## config.mk

```make
export PLATFORM = sky130hd
export DESIGN_NAME = imm_gen_pipe
export DESIGN_NICKNAME = d
export VERILOG_FILES = /design/src/rtl/imm_gen_pipe.sv
export SDC_FILE = /design/constraint.sdc
export NUM_CORES = 1
export LEC_CHECK = 0
export ABC_AREA = 1
export CORE_MARGIN = 8
export CORE_UTILIZATION = 50
export CTS_CLUSTER_DIAMETER = 100
export DETAILED_ROUTE_END_ITERATION = 8
export MAX_ROUTING_LAYER = met4
export PLACE_DENSITY = 0.8
export SLEW_MARGIN = 20
export SYNTH_ARGS = -nofsm -noshare
export SYNTH_HDL_FRONTEND = slang
export SYNTH_SLANG_ARGS = --single-unit
export TNS_END_PERCENT = 30
```

## constraint.sdc

```tcl
create_clock -name clk_i -period 1.8 [get_ports clk_i]
set_input_delay 0.27 -clock clk_i [delete_from_list [all_inputs] [get_ports clk_i]]
set_output_delay 0.27 -clock clk_i [all_outputs]
set_load 0.005 [all_outputs]
```

## src/rtl/imm_gen_pipe.sv

```systemverilog
// Immediate decoder for RV32I/RV64I formats feeding a registered valid/ready
// stage (OUT register plus one skid entry), with a saturating illegal-format counter.
module imm_gen_pipe #(
  parameter int unsigned XLEN         = 32,
  parameter int unsigned TAG_W        = 5,
  parameter int unsigned CNT_W        = 8,
  parameter logic [63:0] ILLEGAL_FILL = 64'h0000_0000_DEAD_BEEF
) (
  input  logic              clk_i,
  input  logic              rst_i,
  input  logic              flush_i,
  input  logic              valid_i,
  output logic              ready_o,
  input  logic [31:0]       instr_i,
  input  logic [2:0]        immsrc_i,
  input  logic [TAG_W-1:0]  tag_i,
  output logic              valid_o,
  input  logic              ready_i,
  output logic [XLEN-1:0]   imm_o,
  output logic              err_o,
  output logic [TAG_W-1:0]  tag_o,
  output logic [CNT_W-1:0]  err_count_o
);

  typedef enum logic [2:0] {
    FMT_I = 3'd0,
    FMT_S = 3'd1,
    FMT_B = 3'd2,
    FMT_U = 3'd3,
    FMT_J = 3'd4,
    FMT_Z = 3'd5
  } fmt_e;

  typedef struct packed {
    logic [XLEN-1:0]  imm;
    logic             err;
    logic [TAG_W-1:0] tag;
  } beat_t;

  beat_t            r_out;
  beat_t            r_skid;
  logic             r_out_v;
  logic             r_skid_v;
  logic [CNT_W-1:0] r_cnt;

  beat_t            w_beat;
  logic             w_accept;
  logic             w_out_free;
  logic             w_unused_opcode;

  assign w_unused_opcode = ^instr_i[6:0];

  // Sign extension comes from sizing a $signed operand up to XLEN.
  always_comb begin
    w_beat     = '0;
    w_beat.tag = tag_i;
    case (immsrc_i)
      FMT_I:   w_beat.imm = XLEN'($signed(instr_i[31:20]));
      FMT_S:   w_beat.imm = XLEN'($signed({instr_i[31:25], instr_i[11:7]}));
      FMT_B:   w_beat.imm = XLEN'($signed({instr_i[31], instr_i[7], instr_i[30:25],
                                           instr_i[11:8], 1'b0}));
      FMT_U:   w_beat.imm = XLEN'($signed({instr_i[31:12], 12'b0}));
      FMT_J:   w_beat.imm = XLEN'($signed({instr_i[31], instr_i[19:12], instr_i[20],
                                           instr_i[30:21], 1'b0}));
      FMT_Z:   w_beat.imm = XLEN'(instr_i[19:15]);
      default: begin
        w_beat.imm = ILLEGAL_FILL[XLEN-1:0];
        w_beat.err = 1'b1;
      end
    endcase
  end

  assign ready_o    = !r_skid_v;
  assign w_accept   = valid_i && ready_o && !flush_i;
  assign w_out_free = !r_out_v || ready_i;

  always_ff @(posedge clk_i) begin
    if (rst_i) begin
      r_out    <= '0;
      r_skid   <= '0;
      r_out_v  <= 1'b0;
      r_skid_v <= 1'b0;
      r_cnt    <= '0;
    end else begin
      if (flush_i) begin
        r_out_v  <= 1'b0;
        r_skid_v <= 1'b0;
      end else if (r_skid_v && w_out_free) begin
        r_out    <= r_skid;
        r_out_v  <= 1'b1;
        r_skid_v <= 1'b0;
      end else if (w_accept && w_out_free) begin
        r_out   <= w_beat;
        r_out_v <= 1'b1;
      end else if (w_accept) begin
        r_skid   <= w_beat;
        r_skid_v <= 1'b1;
      end else if (ready_i && r_out_v) begin
        r_out_v <= 1'b0;
      end

      if (w_accept && w_beat.err && (r_cnt != '1)) begin
        r_cnt <= r_cnt + CNT_W'(1);
      end
    end
  end

  assign valid_o     = r_out_v;
  assign imm_o       = r_out.imm;
  assign err_o       = r_out.err;
  assign tag_o       = r_out.tag;
  assign err_count_o = r_cnt;

endmodule

```

Yosys cells after proc, flatten, opt, wreduce, memory -nomap -nowiden

Index checks and enable logic that the tools add are counted.

Add/sub/neg operators: 1
Eq/ne operators: 7
Muxes and demuxes: 8
Bitwise gates (word level): 3
Reductions and logical operators: 21

Operators by type and width:

| operator              | count |
|---|---|
| $pmux W32 S6          | 1 |
| $mux W38              | 2 |
| $add A8 B1 Y8 const B | 1 |
| $ne A8 B8 Y1 const B  | 1 |
| $logic_and A1 B1 Y1   | 7 |
| $eq A3 B2 Y1 const B  | 2 |
| $eq A3 B3 Y1 const B  | 2 |
| $reduce_and A2 Y1     | 3 |
| $reduce_or A6 Y1      | 1 |
| $mux W1               | 5 |
| $reduce_and A4 Y1     | 1 |
| $eq A3 B1 Y1 const B  | 1 |
| $logic_not A1 Y1      | 3 |
| $logic_not A3 Y1      | 1 |
| $ne A3 B1 Y1 const B  | 1 |
| $not A1 Y1            | 3 |
| $reduce_bool A3 Y1    | 1 |
| $reduce_or A3 Y1      | 1 |
| $reduce_bool A2 Y1    | 1 |
| $reduce_or A2 Y1      | 1 |
| $logic_or A1 B1 Y1    | 1 |

Bits in registers: 86

Logic depth before layout (Yosys ltp)

Depth in word-level cells: 6
Gate-level depth with buffers: 9
Depth with buffers taken out: 8

Worst setup path after synthesis

No wires, ideal clock.

Path type: register -> register
From: register r_out_v, in the netlist valid_o
To: register r_out (netlist bit imm_o[21])
Data arrival time: 1.188 ns
Path slack: 0.492 ns
Cell stages (with the launch flop): 9
Path buffers: 1
Path through: dfxtp_1 inv_1 nor2_2 inv_1 nand2_1 buf_2 nand4_1 nand2_1 a21oi_1

Word-level cells in the longest chain between the ends: 5
Elaborated cells on any way between the ends: 7
Classes of those cells: 1 x mux; 6 x reduce/logical

RTL lines:

| item                                          | line   | RTL |
|---|---|---|
| from (decl)                                   | 42     | `logic r_out_v;` |
| from (signal assigned)                        | 81     | `r_out_v <= 1'b0;` |
| from (signal assigned)                        | 86     | `r_out_v <= 1'b0;` |
| from (signal assigned)                        | 90     | `r_out_v <= 1'b1;` |
| $logic_not A1 Y1 (*)                          | 75     | `assign w_out_free = !r_out_v \|\| ready_i;` |
| $logic_or A1 B1 Y1 (*)                        | 75     |  |
| $logic_and A1 B1 Y1, on equally long branches | 88, 92 |  |
| $reduce_bool A2 Y1 (no source line)           | -      |  |
| $reduce_and A2 Y1 (no source line)            | -      |  |
| to (signal assigned)                          | 89     | `r_out <= r_skid;` |
| to (signal assigned)                          | 93     | `r_out <= w_beat;` |
| to (decl)                                     | 40     | `beat_t r_out;` |

Every way passes the cells marked *; elsewhere a longest branch is shown, timed or not.
A chain may end at the register's enable or synchronous reset.

Final worst setup path

From: register r_skid_v
To: output ready_o

Word-level cells in the longest chain between the ends: 1

RTL lines:

| item                   | line | RTL |
|---|---|---|
| from (decl)            | 43   | `logic r_skid_v;` |
| from (signal assigned) | 82   | `r_skid_v <= 1'b0;` |
| from (signal assigned) | 87   | `r_skid_v <= 1'b0;` |
| from (signal assigned) | 91   | `r_skid_v <= 1'b0;` |
| $logic_not A1 Y1       | 73   | `assign ready_o = !r_skid_v;` |
| to (decl)              | 13   | `output logic ready_o,` |

Every way passes these cells.

==> results.yml <==
cells_and_area:
  n_antenna_cell: 0
  final_util: 0.676
  layout_commonest_cell: "nand2_1"
  fin_area_um2: 5420
  layout_common_cells: "102 x nand2_1, 86 x dfxtp_1, 85 x clkdlybuf4s50_1"
  syn2layout_area_growth_pct: 33.8
  instances_no_fill: 770
  drive_gt1_frac: 0.140
  n_fill_cell: 707
  nets: 706
global_routing:
  grt_pass1_wl_um: 18300
  grt_pass1_vias: 3878
  grt_use_total: 0.201
  antenna_found_initial: 0
  grt_overflow: 0
  grt_max_degree: 81
critical_path:
  crit_family: "buffers and inverters"
  slowest_stage: "clkdlybuf4s50_1"
  critical_path_class: "reg -> out"
  r2r_setup_slack_ns: 0.25
  critPathMaxFanout: 15
  rr_worst_depth: 8
  critPathLaunch: "r_skid_v$_SDFFE_PP0P_"
  end_kind: "output pin"
  path_cells: "inv_2, buf_6, clkdlybuf4s50_1"
  reg2reg_from: "err_count_o[0]$_SDFFE_PP0P_"
  r2r-end: "err_count_o[1]$_SDFFE_PP0P_"
  slowest_delay_ns: 0.52
  worst_ep_required_time_ns: 1.53
  worstPathArrival_ns: 1.48
  start_kind: "flop"
  crit_buf_inv: 3
routing:
  num_vias: 4082
  wl_per_cell_um: 14.3
  drt_first_pass_iters: 5
  drc: 0
  antenna_left: 0
  detail_route.vias_per_cell: 5.30
  drt_iter0_drc: 260
  finalWirelength_um: 11000
timing:
  rsz0062_at_grt: "no"
  fin_setup_tns_ns: 0
  skew_ns: 0.00551
  hold_viol_final: 0
  hold-worst-slack_ns: 0.462
  finalMaxSlewViolations: 0
  setup_viol: 0
  fmax_ghz: 0.573
  period_minus_slack_ns: 1.75
  worst_pin_slew_ns: 0.380
  finalCritPeriodShare: 0.969
  relSlewSlack: 0.746
synthesis:
  ys_ff_latch: 86
  syn_avg_cell_area_um2: 7.21
  yosysWarnings: 0
  synth_cell_types: 29
  ys_seq_area_frac: 0.425
  synth-xor-area-share: 0.00433
  synthCells: 561
  synth_ff_type: "dfxtp_1"
  synth_top_family_by_area: "simple AND/OR/NAND/NOR gates"
  synth_compound_area_frac: 0.222
  muxShareOfSynthArea: 0
  synthAdderAreaFrac: 0.00309
  synth_edf_count: 0
  syn_area_um2: 4050
  syn_nets: 607
  synthArstFlopShare: 0
  yosys.area_share.simple: 0.252
die:
  die_area_um2: 11200
  die-height_um: 106
  start_util: 0.505
  fp.coreArea_um2: 8010
  io_pins: 93
  die-width_um: 106
  rows: 33
cts:
  numCtsBuffers: 9
  cts_tree: "built"
  post-cts-setup-buffers: 0
  cts.hold.buffers_added: 0
  clk_pin_slew_ns: 0.09
  clkLatencyLatePin_ns: 0.36
  clkSinkCount: 86
  cts_root_buf: "clkbuf_8"
  h-tree-depth: 3
  cts_max_path_buffers: 2
hold_path:
  hold_class: "in -> reg"
  hold_start: "tag_i[3]"
  worstHoldPathCells: 3
  min_to: "r_skid[3]$_SDFFE_PP0P_"
pwr:
  ir_worst_vdd_mv: 0.511
  p_leak_nw: 2.36
  power_density_nw_per_um2: 735
place:
  dp_hpwl_um: 7930
  placed_cells: 754
  place.gp.congestion: 0.865
  numPortBuffers: 85
  placed_cell_area_um2: 5210
flow_run:
  cap_violations: 0
run_status:
  status: "completed"
## how the worst max path moves through the flow
| stage | to | slack, ns | depth (start not counted) |
|---|---|---|---|
| floorplan | imm_o[21]$_SDFFE_PP0P_ | 0.49 | 8 |
| global placement | imm_o[5]$_SDFFE_PP0P_ | -0.06 | 8 |
| detailed placement | imm_o[9]$_SDFFE_PP0P_ | -0.07 | 8 |
| CTS | ready_o | 0.009 | 3 |
| global route | ready_o | 0.02 | 3 |
| finish | ready_o | 0.05 | 3 |
## layer usage
layer,global-route usage,vias to the layer above,share of wire
met1,0.255,1869,0.46
li1,-,2085,-
met5,-,-,0
met2,0.320,114,0.48
met4,0.0503,0,0.012
met3,0.0405,14,0.049
## layout make-up
type	count	area, um2	share of cell area
Timing Repair Buffer	122	1210	0.223
Tap cell	105	131	0.0243
Multi-Input combinational cell	390	1960	0.362
Clock buffer	9	124	0.0229
Sequential cell	86	1720	0.318
Clock inverter	7	80.1	0.0148
Inverter	51	191	0.0354
## sequential cells by signal (all words and copies together), names as in the netlist
register and flops:
tag_o 5, err_count_o 8, r_skid 38, imm_o 32, valid_o 1, err_o 1, r_skid_v 1
## worst reg2reg max path: cells and delay by family (launching register included)
| kind | cells | cell delay (ns) |
|---|---|---|
| adder cells (fa/ha/maj) | 1 | 0.26 |
| buffers and inverters | 1 | 0.10 |
| flip-flops | 1 | 0.41 |
| AND/OR/NAND/NOR | 6 | 0.67 |
## cells by family (layout without fill, tap and decap cells)
kind of cell | count (synthesis) | in the layout
AO/OA/AOI/OAI | 171 | 171
buffers and inverters | 85 | 189
flip-flops | 86 | 86
AND/OR/NAND/NOR | 216 | 216
adder cells (fa/ha/maj) | 1 | 1
XOR/XNOR | 2 | 2
## cell usage after synthesis, drive strengths merged (4+ instances only)
cell,count,area [um2]
clkbuf,15,57.6
o21ai,83,415
a21oi,71,359
dfxtp,86,1720
o211ai,13,97.6
a31oi,4,25.0
nand4,17,106
or2,21,131
nor2,25,125
nand3,41,205
buf,19,128
nand2,109,432
inv,51,191
## through the flow
stage | setup slack (ns) | power, mW
final | 0.0550 | 3.98
after global routing | 0.0206 | 4.16
after CTS | 0.00897 | 4.00
after detailed placement | -0.0733 | 2.61
after global placement | -0.0634 | 2.60
after floorplan | 0.492 | 2.30
## power breakdown
group / switching, mW / total [mW] / leakage, nW / internal (mW)
clock: 0.754 / 1.42 / 0.103 / 0.664
combinational: 0.288 / 0.578 / 1.56 / 0.290
sequential: 0.0279 / 1.98 / 0.698 / 1.96
## repair_timing
| item | 4_1_cts | 5_1_grt |
|---|---|---|
| hold endpoints to repair | 0 | 0 |
| gates resized for setup | 0 | 1 |
| setup endpoints to repair | 0 | 1 |
No activity file was read; power rests on OpenSTA's default activity.
==> RTL change (config.mk and constraints unchanged) <==
Put a register stage on the output `err_o`, with the module's reset. The value now appears one clock later. The other outputs are not delayed to match.
--- a/src/rtl/imm_gen_pipe.sv
+++ b/src/rtl/imm_gen_pipe.sv
@@ -108,5 +108,11 @@
   assign valid_o     = r_out_v;
   assign imm_o       = r_out.imm;
-  assign err_o       = r_out.err;
+  always_ff @(posedge clk_i) begin
+    if (rst_i) begin
+      err_o <= '0;
+    end else begin
+      err_o <= r_out.err;
+    end
+  end
   assign tag_o       = r_out.tag;
   assign err_count_o = r_cnt;
Function: changed (Yosys sat finds a counterexample within 4 cycles, from zero or initial values and one cycle with rst_i high).
==> RTL change against the original RTL <==
Via count rose by 2.0%; combinational power fell by 1%; largest cell class unchanged; routed wire length is 2.2% higher; final area decreased by 0.14%; critical endpoint unchanged; non-clock buffer count is 6 lower; worst setup slack improved by 0.067 ns; hold slack got worse by 0.038 ns; area after synthesis grew 7.8%; sequential cell count is 1 higher; largest power group unchanged; critical path depth fell by 1; cell count is the same; total power up 3.0%; critical path type unchanged.
==> RTL change: results (changes against the original RTL) <==
run_status: "completed"  # unchanged
rr_worst_depth: 6  # was 8
grt_max_degree: 67  # was 81
peakVddDrop_mv: 0.383  # was 0.511 mV
skew_ns: 0.00759  # was 0.00551 ns
hold_depth: 2  # was 3
fillers: 774  # was 707
grt_pass1_vias: 3854  # was 3878
drt-wirelength-per-cell_um: 14.6  # was 14.3 um
drive_gt1_share_pct: 13.1  # was 14.0%
hold_path_class: "flip-flop to flip-flop"  # was input pin to flip-flop
synth_area_leaders: "dfxtp_1, o21ai_0, nand2_1, a21oi_1, buf_4"  # was dfxtp_1, o21ai_0, nand2_1, a21oi_1, nand3_1
cts_buffer_depth: 2  # unchanged
leakage_uw: 0.00235  # was 0.00236 uW
synthTopCellsByCount: "nand2_1, dfxtp_1, o21ai_0"  # unchanged
arrival_ns: 1.41  # was 1.48 ns
placed_cell_area_um2: 5190  # was 5210 um2
finalNetCount: 703  # was 706
ys.warnings.count: 0  # unchanged
globalplace.congestion: 0.947  # was 0.865
synthesis.nets: 648  # was 607
largest_reg_flops: 38  # unchanged
dp.final_hpwl_mm: 8.10  # was 7.93 mm
largest_register: "r_skid"  # unchanged
vias_per_cell: 5.41  # was 5.30
synth.yosys.seq_area_share_pct: 39.9  # was 42.5%
swShare_pct: 25.8  # was 26.9%
worst_pin_slew_ns: 0.271  # was 0.380 ns
crit_path_top_delay_cell: "clkdlybuf4s50_1"  # unchanged
drtIter0Drc: 363  # was 260
r2r-start: "r_skid_v"  # was err_count_o[0]
reg2reg_to: "r_skid[35]"  # was err_count_o[1]
r2r_slack_ns: 0.32  # was 0.25 ns
path_class: "flip-flop to output port"  # unchanged
grt_usage_pct: 19.4  # was 20.1%
grt_pass1_wl_mm: 18.2  # was 18.3 mm
RTL change: worst min path at each step:
stage              from       end  slack, ns
2_1_floorplan   flush_i  r_skid_v       0.35
3_3_place_gp   r_out[5]     err_o       0.41
3_5_place_dp   r_out[5]     err_o       0.41
4_1_cts        r_out[5]     err_o       0.43
5_1_grt        r_out[5]     err_o       0.45
6_report       r_out[5]     err_o       0.42
RTL change: cells by family (layout without fill, tap and decap cells):
logic type / count (synthesis) / after routing / share of synthesized area, %
XOR/XNOR: 2 / 2 / 0.402
buffers and inverters: 124 / 184 / 15.2
AND/OR/NAND/NOR: 217 / 217 / 23.6
flip-flops: 87 / 87 / 39.9
AO/OA/AOI/OAI: 171 / 171 / 20.6
adder cells (fa/ha/maj): 1 / 1 / 0.287
RTL change: per-stage QoR:
stage,std cells,total power [uW],worst slack [ns],hold WS (ns)
final,770,4100,0.121,0.424
after global routing,770,4260,0.0738,0.450
after global placement,754,2610,0.0130,0.411
after detailed placement,754,2620,-0.0276,0.414
after floorplan,602,2380,0.492,0.349
after CTS,770,4120,0.0366,0.427
RTL change: layout make-up:
type | instances | area (um2) | area share [%]
Multi-Input combinational cell | 391 | 1970 | 36.4
Sequential cell | 87 | 1740 | 32.2
Tap cell | 108 | 135 | 2.50
Clock buffer | 9 | 124 | 2.29
Inverter | 52 | 198 | 3.66
Clock inverter | 7 | 95.1 | 1.76
Timing Repair Buffer | 116 | 1150 | 21.2
RTL change: power by group through the flow:
stage | Clock [uW] | Sequential [uW] | Combinational [uW]
after detailed placement | 0 | 2050 | 567
after floorplan | 0 | 2040 | 337
final | 1520 | 2010 | 571
after CTS | 1540 | 2010 | 572
after global routing | 1620 | 2010 | 627
after global placement | 0 | 2050 | 556
RTL change: timing repair:
item / 4_1_cts / 5_1_grt
setup endpoints to repair: 0 / 1
gates resized for setup: 0 / 1
hold buffers: 0 / 0
RTL change: worst min-delay path: cells and delay by family, from the launching register on:
family,cells,cell delay [ns]
flops,1,0.32
buf+inv,1,0.05
simple gates,1,0.03
RTL change: routing by layer:
layer,vias up,wire length [um],global-route usage [%]
li1,2079,-,-
met4,0,198,7.71
met1,1917,4990,23.9
met5,-,0,-
met3,15,736,3.69
met2,151,5300,30.6
